===== config.mk =====
export PLATFORM = sky130hd
export DESIGN_NAME = ascon_sponge_ctrl
export DESIGN_NICKNAME = d
export VERILOG_FILES = /design/src/rtl/ascon_pkg.sv /design/src/rtl/ascon_round_sched.sv /design/src/rtl/ascon_sponge_ctrl.sv
export SDC_FILE = /design/constraint.sdc
export NUM_CORES = 1
export LEC_CHECK = 0
export BUFFER_PORTS_ARGS = -buffer_cell sky130_fd_sc_hd__buf_2
export CORE_MARGIN = 2
export CORE_UTILIZATION = 25
export DETAILED_ROUTE_END_ITERATION = 7
export GPL_ROUTABILITY_DRIVEN = 0
export GPL_TIMING_DRIVEN = 0
export HOLD_SLACK_MARGIN = 0.08
export PLACE_DENSITY = 0.45
export SYNTH_ARGS = -nofsm -noshare
export SYNTH_HDL_FRONTEND = slang
export SYNTH_SLANG_ARGS = --single-unit

===== constraint.sdc =====
create_clock -name clk -period 2.1 [get_ports clk]
set_input_delay 0.21 -clock clk [delete_from_list [all_inputs] [get_ports clk]]
set_output_delay 0.21 -clock clk [all_outputs]
set_load 0.02 [all_outputs]

===== src/rtl/ascon_pkg.sv =====
// Shared types and helpers for the Ascon sponge controller.
// Round constants are indexed 12-R .. 11 so reduced-round variants use the tail of the table.
package ascon_pkg;

    localparam int ROUND_IDX_W = 4;
    localparam int MAX_ROUNDS  = 12;

    typedef enum logic [2:0] {
        IDLE,
        LOAD,
        INIT_P,
        ABSORB,
        ABS_P,
        FIN_P,
        SQUEEZE,
        SQ_P
    } ascon_ctrl_state_t;

    function automatic logic [ROUND_IDX_W-1:0] round_const_idx(
        input logic [ROUND_IDX_W-1:0] rounds,
        input logic [ROUND_IDX_W-1:0] rcnt
    );
        return ROUND_IDX_W'(MAX_ROUNDS) - rounds + rcnt;
    endfunction

endpackage


===== src/rtl/ascon_round_sched.sv =====
// Round scheduler: counts rounds of the active permutation burst and emits the
// round-constant index plus a flag on the final round of the burst.
module ascon_round_sched
    import ascon_pkg::*;
(
    input  logic                   clk,
    input  logic                   rst_n,
    input  logic                   en,
    input  logic [ROUND_IDX_W-1:0] rounds,
    output logic [ROUND_IDX_W-1:0] round_idx,
    output logic                   last_round
);

    logic [ROUND_IDX_W-1:0] rcnt;

    assign last_round = en && (rcnt == rounds - 1'b1);
    assign round_idx  = en ? round_const_idx(rounds, rcnt) : '0;

    // Counter self-clears at the end of each burst so the next burst starts at 0.
    always_ff @(posedge clk) begin
        if (!rst_n)
            rcnt <= '0;
        else if (last_round)
            rcnt <= '0;
        else if (en)
            rcnt <= rcnt + 1'b1;
    end

endmodule


===== src/rtl/ascon_sponge_ctrl.sv =====
// Ascon-Hash/XOF sponge controller: sequences IV load, absorb, permutation bursts
// and squeeze with valid/ready handshakes on both the message and output sides.
module ascon_sponge_ctrl
    import ascon_pkg::*;
#(
    parameter int ROUNDS_A   = 12,
    parameter int ROUNDS_B   = 12,
    parameter int OUT_BLOCKS = 4,
    parameter int BLK_W      = 8
) (
    input  logic                   clk,
    input  logic                   rst_n,
    input  logic                   start,
    input  logic                   xof_en,
    input  logic [BLK_W-1:0]       xof_blocks,
    input  logic                   msg_valid,
    input  logic                   msg_last,
    output logic                   msg_ready,
    output logic                   absorb_en,
    output logic                   init_load,
    output logic                   round_en,
    output logic [ROUND_IDX_W-1:0] round_idx,
    output logic                   out_valid,
    input  logic                   out_ready,
    output logic                   out_last,
    output logic                   busy,
    output logic                   done
);

    localparam logic [ROUND_IDX_W-1:0] RA = ROUND_IDX_W'(ROUNDS_A);
    localparam logic [ROUND_IDX_W-1:0] RB = ROUND_IDX_W'(ROUNDS_B);

    ascon_ctrl_state_t      state;
    logic [BLK_W-1:0]       blocks_tgt;
    logic [BLK_W-1:0]       ocnt;
    logic [ROUND_IDX_W-1:0] rounds_sel;
    logic                   last_round;

    assign msg_ready  = (state == ABSORB);
    assign absorb_en  = msg_ready && msg_valid;
    assign init_load  = (state == LOAD);
    assign round_en   = (state == INIT_P) || (state == ABS_P) ||
                        (state == FIN_P)  || (state == SQ_P);
    assign out_valid  = (state == SQUEEZE);
    assign out_last   = out_valid && (ocnt == blocks_tgt - 1'b1);
    assign busy       = (state != IDLE);

    // Init and final permutations are the full-strength ones; the rest use ROUNDS_B.
    assign rounds_sel = ((state == INIT_P) || (state == FIN_P)) ? RA : RB;

    ascon_round_sched u_sched (
        .clk        (clk),
        .rst_n      (rst_n),
        .en         (round_en),
        .rounds     (rounds_sel),
        .round_idx  (round_idx),
        .last_round (last_round)
    );

    always_ff @(posedge clk) begin
        if (!rst_n) begin
            state      <= IDLE;
            blocks_tgt <= '0;
            ocnt       <= '0;
            done       <= 1'b0;
        end else begin
            done <= 1'b0;
            case (state)
                IDLE: if (start) begin
                    // A zero XOF length still produces one block.
                    blocks_tgt <= xof_en ? ((xof_blocks == '0) ? BLK_W'(1) : xof_blocks)
                                         : BLK_W'(OUT_BLOCKS);
                    state      <= LOAD;
                end
                LOAD:    state <= INIT_P;
                INIT_P:  if (last_round) state <= ABSORB;
                ABSORB:  if (msg_valid) state <= msg_last ? FIN_P : ABS_P;
                ABS_P:   if (last_round) state <= ABSORB;
                FIN_P:   if (last_round) state <= SQUEEZE;
                SQ_P:    if (last_round) state <= SQUEEZE;
                SQUEEZE: if (out_ready) begin
                    if (out_last) begin
                        state <= IDLE;
                        ocnt  <= '0;
                        done  <= 1'b1;
                    end else begin
                        ocnt  <= ocnt + 1'b1;
                        state <= SQ_P;
                    end
                end
                default: state <= IDLE;
            endcase
        end
    end

endmodule


-- Word-level counts from Yosys, hierarchy flattened
Index checks and enable logic that the tools add are counted.
- register bits: 24
- bits of input ports: 15
- output and inout port bits: 12
- word-level logic and storage cells: 52
- add/sub/neg operators: 3
- eq/ne operators: 14
- multiplexer cells: 13
- bitwise logic cells: 1
- reduce and logical (&&, ||, !) cells: 16
- operator list (cell ; count):
    $mux 8 ; 3
    $mux 3 ; 6
    $pmux 3 s6 ; 1
    $eq 3x3->1 const B ; 4
    $add 8x1->8 const B ; 1
    $eq 8x8->1 ; 1
    $logic_not 8->1 ; 1
    $sub 8x1->8 const B ; 1
    $eq 3x2->1 const B ; 2
    $ne 2x1->1 const B ; 3
    $reduce_or 2->1 ; 3
    $reduce_and 5->1 ; 1
    $add 4x1->4 const B ; 1
    $eq 4x4->1 const B ; 1
    $mux 4 ; 1
    $ne 2x2->1 const B ; 2
    $reduce_and 2->1 ; 2
    $eq 3x1->1 const B ; 1
    $logic_and 1x1->1 ; 3
    $logic_not 3->1 ; 1
    $logic_or 1x1->1 ; 3
    $reduce_and 3->1 ; 1
    $reduce_bool 3->1 ; 1
    $mux 1 ; 2
    $not 1->1 ; 1

-- Logic depth before layout (Yosys ltp)
- word-level depth: 7
- mapped depth: 10
- mapped depth without buffers: 8

-- Hierarchy
A second synthesis with hierarchy kept.
- cells, all modules: 207
- area, all modules: 1675.4 sq um
- modules (own cells, without submodules) (module ; times used ; cells each ; area an instance (sq um) ; sequential area each (sq um)):
    ascon_sponge_ctrl ; 1 ; 164 ; 1273.7 ; 400.4
    ascon_round_sched ; 1 ; 43 ; 401.6 ; 80.1

-- Worst setup path before layout
No wires, ideal clock.
- path type: register to output
- from: register blocks_tgt[0]
- to: output port out_last
- arrival: 2004 ps
- required time: 1890 ps
- slack: -114 ps
- cell stages (with the launch flop): 10
- path buffers: 2
- path through: dfxtp_1 clkbuf_1 inv_1 ha_1 buf_2 o21bai_1 a211o_2 a21oi_2 o211ai_4 nor2_1
- longest elaborated chain between the ends: 3
- ends and longest elaborated chain (element ; RTL line ; RTL):
    from (decl) ; ascon_sponge_ctrl.sv:34 ; logic [BLK_W-1:0] blocks_tgt;
    from (signal assigned) ; ascon_sponge_ctrl.sv:71 ; blocks_tgt <= xof_en ? ((xof_blocks == '0) ? BLK_W'(1) : xof_blocks)
    $sub 8x1->8 ; ascon_sponge_ctrl.sv:45 ; assign out_last = out_valid && (ocnt == blocks_tgt - 1'b1);
    $eq 8x8->1 ; ascon_sponge_ctrl.sv:45 ;
    $logic_and 1x1->1 ; ascon_sponge_ctrl.sv:45 ;
    to (decl) ; ascon_sponge_ctrl.sv:25 ; output logic out_last,
Every way passes these cells.

-- Final worst setup path
Same ends and word-level chain as after synthesis.

==> impl_metrics.ini <==
[yosys]
synthAdderAreaFrac = 0.0250
synth_simple_gate_area_frac = 0.321
synth_edf_count = 0
synth-seq-area-share = 0.321
synth.distinct_cells = 43
ys_warn_count = 0
muxShareOfSynthArea = 0.00668
avgSynthCellArea_um2 = 7.73
synthCells = 194
synth_flop_cell = dfxtp_1
syn-num-nets = 212
synth_top_family_by_area = simple AND/OR/NAND/NOR gates
syn_area_um2 = 1500
ys_async_sr_fraction = 0
synth_xor_area_frac = 0.0876
ys_seq_elements = 24
synth_compound_area_frac = 0.195

[route]
wl_per_cell_um = 12.3
initialDrtViolationCount = 45
drcViolationCount = 0
drt-total-wl_mm = 3.69
route.vias.total = 1385
first_pass_iters = 4
ant_nets = 0
vias_per_cell = 4.60

[global_route]
grt_max_degree = 15
antenna_found_initial = 0
overflow = 0
grtUsageTotal = 0.118
grt_pass1_vias = 1317
grt_pass1_wl_mm = 6.11

[floorplanning]
die_x_um = 81.4
dieArea_um2 = 6630
ioPinCount = 27
start_util = 0.256
core-area_um2 = 5850
die_y_um = 81.4
row_count = 28

[power]
leakagePower_nw = 0.797
power.density_nw_per_um2 = 992
worst_ir_drop_vdd_uv = 467

[final_layout]
stdcell_count = 301
seq_area_um2 = 490
syn_to_final_growth_pct = 26.7
nFillCells = 626
layout.nets = 245
layout_commonest_cell = buf_2
drive_above_1_share = 0.279
multiInputGateArea_um2 = 1020
diodes = 0
fin_area_um2 = 1900
mostFrequentLayoutCells = 28 x buf_2, 26 x nand2_1, 20 x dfxtp_1, 19 x a21oi_1, 18 x nor2_1

[clocking]
clk_pin_slew_ps = 100
cts_root_buffer = clkbuf_8
clk_path_buf_depth = 2
worstSkewPairLatency_ps = 270
holdBufCountCts = 0
cts.htree.levels = 1
cts_buffers = 3
cts_tree = done
cts.sinks = 24

[timing]
period_needed_ps = 2000
tightest_slew_ps = 496
hold_violations = 0
fmax_ghz = 0.500
setup_viol = 0
finalCritPeriodShare = 0.953
rsz0062_at_grt = no
slew_headroom = 0.669
skew_ps = 8.00
maxSlewViolCount = 0

[placed_design]
dpl.hpwl_mm = 2.73
placed_area_um2 = 1730
io_buffers = 25
placedCellCount = 294

[setup_path]
crit_arrival_ps = 1790
startpoint_type = flop
critical_path_class = flop to output pin
cp-end-kind = output pin
worstPathMaxFanout = 6
r2r_slack_ps = 160
cp.required_ps = 1890

[job]
max_cap_viol_count = 0

[min_path]
worstHoldPathType = input port to flop

[outcome]
outcome = complete, no violations
==> area by class of cell <==
class,instances,area share
well taps,75,0.0494
inverters,6,0.0119
multi-input cells,154,0.535
clock inverters,1,0.0158
flip-flops and latches,24,0.258
repair buffers,30,0.0889
clock buffers,3,0.0217
plain buffers,8,0.0191
==> cell usage after synthesis (2+ instances only) <==
cell type / instances / area [um2]
a21o_2: 2 / 17.5
a21oi_1: 19 / 95.1
a31oi_1: 3 / 18.8
and2_1: 8 / 50.1
and3_1: 2 / 12.5
and3b_1: 2 / 17.5
buf_2: 5 / 25.0
clkbuf_1: 5 / 18.8
dfxtp_1: 24 / 480
ha_1: 3 / 37.5
inv_1: 5 / 18.8
nand2_1: 26 / 97.6
nand3_1: 9 / 45.0
nand4_1: 5 / 31.3
nor2_1: 19 / 71.3
nor2b_1: 4 / 25.0
nor3_1: 6 / 30.0
nor3b_1: 2 / 15.0
o21ai_0: 6 / 30.0
o21bai_1: 2 / 15.0
o22a_1: 2 / 17.5
xnor2_1: 4 / 35.0
xor2_1: 11 / 96.3
==> cell families after synthesis <==
logic type / count (synthesis)
XOR/XNOR: 15
buffers and inverters: 16
flip-flops: 24
AO/OA/AOI/OAI: 42
AND/OR/NAND/NOR: 93
multiplexers: 1
adder cells (fa/ha/maj): 3
==> per-layer routing <==
metal  vias up  track usage  share of wire
met3         4       0.0242          0.028
li1        732            -              -
met4         0       0.0339         0.0081
met2        16        0.202           0.47
met1       633        0.149           0.49
met5         -            0              0
==> worst max-delay path: stages, from the launching register on <==
cell	delay [ps]
dfxtp_4	360
buf_4	150
or2_1	260
a21oi_1	230
o31ai_4	90
o211ai_4	250
nor2_4	40
buf_6	130
==> per-stage QoR <==
step | hold slack [ps] | setup slack [ps] | total power, mW | utilization | TNS, ps
3_5_place_dp | 473 | -306 | 1.39 | 0.295 | -3050
6_report | 181 | 98.4 | 1.88 | 0.325 | 0
4_1_cts | 190 | 6.49 | 1.88 | 0.321 | 0
5_1_grt | 188 | 0.283 | 2.02 | 0.325 | 0
3_3_place_gp | 470 | -282 | 1.39 | 0.295 | -2740
2_1_floorplan | 362 | -4.02 | 1.20 | - | -16.3
==> timing repair <==
action                                  CTS  global route
setup buffers                             5             0
endpoints found under the setup margin   13            10
gates resized for setup                  13             9
pin swaps                                 3             3
==> flip-flops by register name (all words and copies together), names as in the netlist <==
name / count
u_sched.rcnt: 4
blocks_tgt: 8
done: 1
state: 3
ocnt: 8
==> power by group <==
group | internal [mW] | total (mW) | switching (mW)
Clock | 0.255 | 0.422 | 0.166
Combinational | 0.356 | 0.881 | 0.525
Sequential | 0.518 | 0.581 | 0.0627
==> worst paths after layout <==
| kind | startpoint | to | cells after the start |
|---|---|---|---|
| worst max-delay path | blocks_tgt[0] | out_last | 7 |
| worst min-delay path | xof_blocks[3] | blocks_tgt[3] | 3 |
| worst max register to register | blocks_tgt[0] | state[0] | 8 |
| worst min register to register | blocks_tgt[7] | blocks_tgt[7] | 2 |
(Power assumes the default switching activity.)
